<file path="config.mk">
export PLATFORM = sky130hd
export DESIGN_NAME = perf_counter_bank
export DESIGN_NICKNAME = d
export VERILOG_FILES = /design/src/rtl/perf_counter_bank.sv
export SDC_FILE = /design/constraint.sdc
export NUM_CORES = 1
export LEC_CHECK = 0
export CAP_MARGIN = 20
export CORE_MARGIN = 4
export CORE_UTILIZATION = 57
export DETAILED_ROUTE_END_ITERATION = 10
export PLACE_DENSITY = 0.78
export REMOVE_ABC_BUFFERS = 1
export SKIP_LAST_GASP = 1
export SYNTH_ARGS = -nofsm -noshare
export SYNTH_HDL_FRONTEND = slang
export SYNTH_SLANG_ARGS = --single-unit
export TNS_END_PERCENT = 1
</file>
<file path="constraint.sdc">
create_clock -name clk -period 8.3 [get_ports clk]
set_input_delay 1.245 -clock clk [delete_from_list [all_inputs] [get_ports clk]]
set_output_delay 1.245 -clock clk [all_outputs]
set_load 0.005 [all_outputs]
</file>
<file path="src/rtl/perf_counter_bank.sv">
// rtl/perf_counter_bank.sv - bank of event/cycle counters with compare, sticky status and irq
// Each channel owns COUNT, COMPARE, CTRL and STATUS at address 4*c + k.
module perf_counter_bank #(
   parameter int WIDTH    = 32,
   parameter int CHANNELS = 4,
   parameter int ADDR_W   = 6
) (
   input  logic                clk,
   input  logic                rst,
   input  logic [CHANNELS-1:0] ev_i,
   input  logic                wr_en,
   input  logic [ADDR_W-1:0]   wr_addr,
   input  logic [WIDTH-1:0]    wr_data,
   input  logic [ADDR_W-1:0]   rd_addr,
   output logic [WIDTH-1:0]    rd_data,
   output logic                irq
);

   logic [WIDTH-1:0]    count_v [CHANNELS];
   logic [WIDTH-1:0]    cmp_v   [CHANNELS];
   logic [3:0]          ctrl_v  [CHANNELS];
   logic [1:0]          stat_v  [CHANNELS];
   logic [CHANNELS-1:0] irq_v;

   for (genvar c = 0; c < CHANNELS; c++) begin : g_ch
      logic [WIDTH-1:0] count_q, count_d;
      logic [WIDTH-1:0] cmp_q, cmp_d;
      logic [3:0]       ctrl_q, ctrl_d;
      logic [1:0]       stat_q, stat_d;
      logic             hit_count, hit_cmp, hit_ctrl, hit_stat;
      logic             inc, at_max, fresh, match_set, ovf_set;

      assign hit_count = wr_en && (wr_addr == ADDR_W'(4*c));
      assign hit_cmp   = wr_en && (wr_addr == ADDR_W'(4*c + 1));
      assign hit_ctrl  = wr_en && (wr_addr == ADDR_W'(4*c + 2));
      assign hit_stat  = wr_en && (wr_addr == ADDR_W'(4*c + 3));

      always_comb begin
         count_d = count_q;
         fresh   = 1'b0;
         ovf_set = 1'b0;
         inc     = ctrl_q[0] & ev_i[c] & ~hit_count;
         at_max  = &count_q;
         if (hit_count) begin
            count_d = wr_data;
         end else if (inc) begin
            if (!at_max) begin
               count_d = count_q + WIDTH'(1);
               fresh   = 1'b1;
            end else begin
               ovf_set = 1'b1;
               if (!ctrl_q[1]) begin
                  count_d = '0;
                  fresh   = 1'b1;
               end
            end
         end
         // A saturated hold is not a new value, so only fresh values may match.
         match_set = fresh && (count_d == cmp_q);

         cmp_d = hit_cmp ? wr_data : cmp_q;

         ctrl_d = ctrl_q;
         if (match_set && ctrl_q[2]) ctrl_d[0] = 1'b0;
         if (hit_ctrl) ctrl_d = wr_data[3:0];

         stat_d = stat_q;
         if (hit_stat) stat_d = stat_q & ~wr_data[1:0];
         stat_d = stat_d | {ovf_set, match_set};
      end

      always_ff @(posedge clk or posedge rst) begin
         if (rst) begin
            count_q <= '0;
            cmp_q   <= '1;
            ctrl_q  <= '0;
            stat_q  <= '0;
         end else begin
            count_q <= count_d;
            cmp_q   <= cmp_d;
            ctrl_q  <= ctrl_d;
            stat_q  <= stat_d;
         end
      end

      assign count_v[c] = count_q;
      assign cmp_v[c]   = cmp_q;
      assign ctrl_v[c]  = ctrl_q;
      assign stat_v[c]  = stat_q;
      assign irq_v[c]   = stat_q[0] & ctrl_q[3];
   end

   assign irq = |irq_v;

   logic [ADDR_W-1:0] rd_ch;
   assign rd_ch = rd_addr >> 2;

   always_comb begin
      rd_data = '0;
      for (int c = 0; c < CHANNELS; c++) begin
         if (rd_ch == ADDR_W'(c)) begin
            case (rd_addr[1:0])
               2'd0: rd_data = count_v[c];
               2'd1: rd_data = cmp_v[c];
               2'd2: rd_data = WIDTH'(ctrl_v[c]);
               2'd3: rd_data = WIDTH'(stat_v[c]);
            endcase
         end
      end
   end

endmodule

</file>
==> results.toml <==
[floorplanning]
num_io_pins = 84
die_w_um = 201.6
core-area_um2 = 36790
rows = 70
fp.dieArea_um2 = 40640
start_util = 0.5808
die_h_um = 201.6

[power_and_ir_drop]
p_per_area_nw_per_um2 = 210.7
ir_drop_mv = 0.1805
power_mw = 4.992
leakagePower_nw = 9.020

[route]
viasPerCell = 7.719
vias = 22750
drt-initial-drc-count = 3405
detail_route.wl_per_cell_um = 31.87
dr.pass1.iters = 6
drtAntennaViolNets = 0
met1_length_um = 34580
routed.top_layer = "met5"
drc = 0
routed_wl_um = 93910
dr_wl_met3_um = 14130
wl_met2_um = 37680

[cts]
post_cts_buffers = 0
cts_buffers = 34
clkTransAtPathRegs_ns = 0.06
cts_tree = "built"
cts.sinks = 280
clk_path_buf_depth = 3
cts.repair.resized = 0
root_buffer = "clkbuf_16"
holdBufCountCts = 0
h-tree-depth = 2
clk_latency_ns = 0.57

[finish]
area_growth_pct = 10.90
post-route-util = 0.6441
antennaDiodeCount = 0
drive_above_1_share = 0.1755
fillers = 3024
nets = 2509
instances_no_fill = 2947

[timing]
setup_ws_ns = 2.324
hold_viol_final = 0
rsz0062_at_grt = "false"
period_share = 0.7200
setup_viol = 0
fin_crit_ns = 5.976
maxSlewViolCount = 0
skew_ns = 0.02698
max_freq_mhz = 167.3
worst_pin_slew_ns = 1.128
slew_headroom = 0.2463

[worst_setup_path]
worstPathArrival_ns = 4.73
worstSetupEndpointType = "primary output"
start_kind = "input port"
critPathKind = "in2out"
slowest_delay_ns = 0.79
worst_ep_required_time_ns = 7.05
cpMaxStageDelayCell = "nand2_1"
path_max_fanout = 27
crit_chain = "clkdlybuf4s50_1, nor3_1, nand2_1, o22ai_1, o22ai_1, o21ai_0, clkdlybuf4s50_1"

[grt]
grtUsageTotal = 0.4433
antenna_found_initial = 3
grt_pass1_vias = 20910
grt_pass1_wl_um = 138300
grt_max_degree = 141
overflow = 0

[placement]
numPortBuffers = 83
dp_hpwl_um = 67200
preCtsSetupSlack_ns = 2.397
gp_congestion = 1.071
dp_cells = 2886

[yosys]
yosys_warnings = 0
yosysTopAreaCellShare = 0.1780
yosysSeqAreaShare = 0.3354
ys.flop_type = "dfrtp_1"
syn_area_per_cell_um2 = 8.612
yosys.area.top_type = "dfrtp_1"
ys_top_cells_by_area = "dfrtp_1, dfstp_2, mux2_2"
async_flop_share = 1.000
yosys-top-cells-count = "nand2_1, nor2_1, clkbuf_1"
synth_edf_count = 0
syn_area_um2 = 21370
synth-seq-cells = 280
yosysMostFrequentCell = "nand2_1"
yosysUniqueCellTypes = 100
syn-instance-count = 2481

[flow_run]
max-cap-violations = 0

[status]
status = "finished clean"

[hold_path]
hp-class = "reg2reg"
## area by class of cell
type	count	area, um^2	share of cell area
clock inverters	16	259.0	0.01093
repair buffers	144	1313	0.05539
inverters	57	221.5	0.009347
clock buffers	45	943.4	0.03982
multi-input cells	1937	13210	0.5573
well taps	468	585.6	0.02471
flip-flops and latches	280	7167	0.3025
## worst max-delay path, delay by kind of cell
family                 cells  cell delay, ns
AND/OR/NAND/NOR            2            1.50
buffers and inverters      2            1.02
AO/OA/AOI/OAI              3            0.94
## per-layer routing
| layer | vias to the layer above | GRT usage |
|---|---|---|
| li1 | 9458 | - |
| met1 | 10950 | 0.5942 |
| met2 | 1923 | 0.6224 |
| met3 | 411 | 0.1497 |
| met4 | 6 | 0.2576 |
| met5 | - | 0.01548 |
## state kept, by name, indices dropped and copies added, names as in the netlist
signal	count
g_ch.count_q	128
g_ch.cmp_q	128
g_ch.ctrl_q	16
g_ch.stat_q	8
## cells in the final DEF (no fill, tap or decap), drive strengths merged, types with 11 or more instances in the layout
cell             n
a41oi           12
nor4b           11
o22a            22
nand2b          11
nand2          235
nor2           178
a21oi           90
nor4            62
dfstp          128
buf             62
and2            16
a22oi           12
mux2           129
o22ai           28
a21o            14
o211ai          24
mux2i          141
a31oi           49
nand3           94
xor2            37
a2111oi         13
o31ai           16
o21ai          152
mux4            11
nor3            84
or3             22
and4            46
dfrtp          152
o221ai          29
clkdlybuf4s50   82
or4             23
clkbuf          45
xnor2           36
nand3b          14
nand4           98
a211oi          21
and3            27
inv             58
## path summary, 6_finish.rpt
path | from | to | slack, ns | cells after the start
worst max-delay path | rd_addr[5] | rd_data[5] | 2.32 | 7
worst min-delay path | g_ch[1].cmp_q[24] | g_ch[1].cmp_q[24] | 0.53 | 2
min in group asynchronous | rst | g_ch[1].count_q[23] | 1.10 | 2
worst max register to register | g_ch[0].count_q[5] | g_ch[0].ctrl_q[0] | 3.18 | 10
worst min register to register | g_ch[1].cmp_q[24] | g_ch[1].cmp_q[24] | 0.53 | 2
max in group asynchronous | rst | g_ch[0].count_q[31] | 5.72 | 3
## cells by family (layout without fill, tap and decap cells)
logic type	Yosys count	after routing	synth area share
mux	281	281	0.1456
fa+ha+maj	4	4	0.002343
compound gates	626	626	0.2020
simple gates	953	953	0.2358
flops	280	280	0.3354
xor+xnor	73	73	0.02992
buf+inv	264	262	0.04890
## stage by stage
step | instance area [um^2] | TNS, ns | hold WS [ns]
2_1_floorplan | 20530 | -69.22 | 0.4588
3_3_place_gp | 22490 | 0 | 0.5053
3_5_place_dp | 22490 | 0 | 0.5087
4_1_cts | 23690 | 0 | 0.5308
5_1_grt | 23690 | 0 | 0.5582
6_report | 23690 | 0 | 0.5322
## where the power goes
group	switching [mW]	internal [mW]
Sequential	0.401	1.64
Combinational	0.765	0.514
Clock	0.649	1.02
Total	1.82	3.18
(Power assumes the default switching activity.)
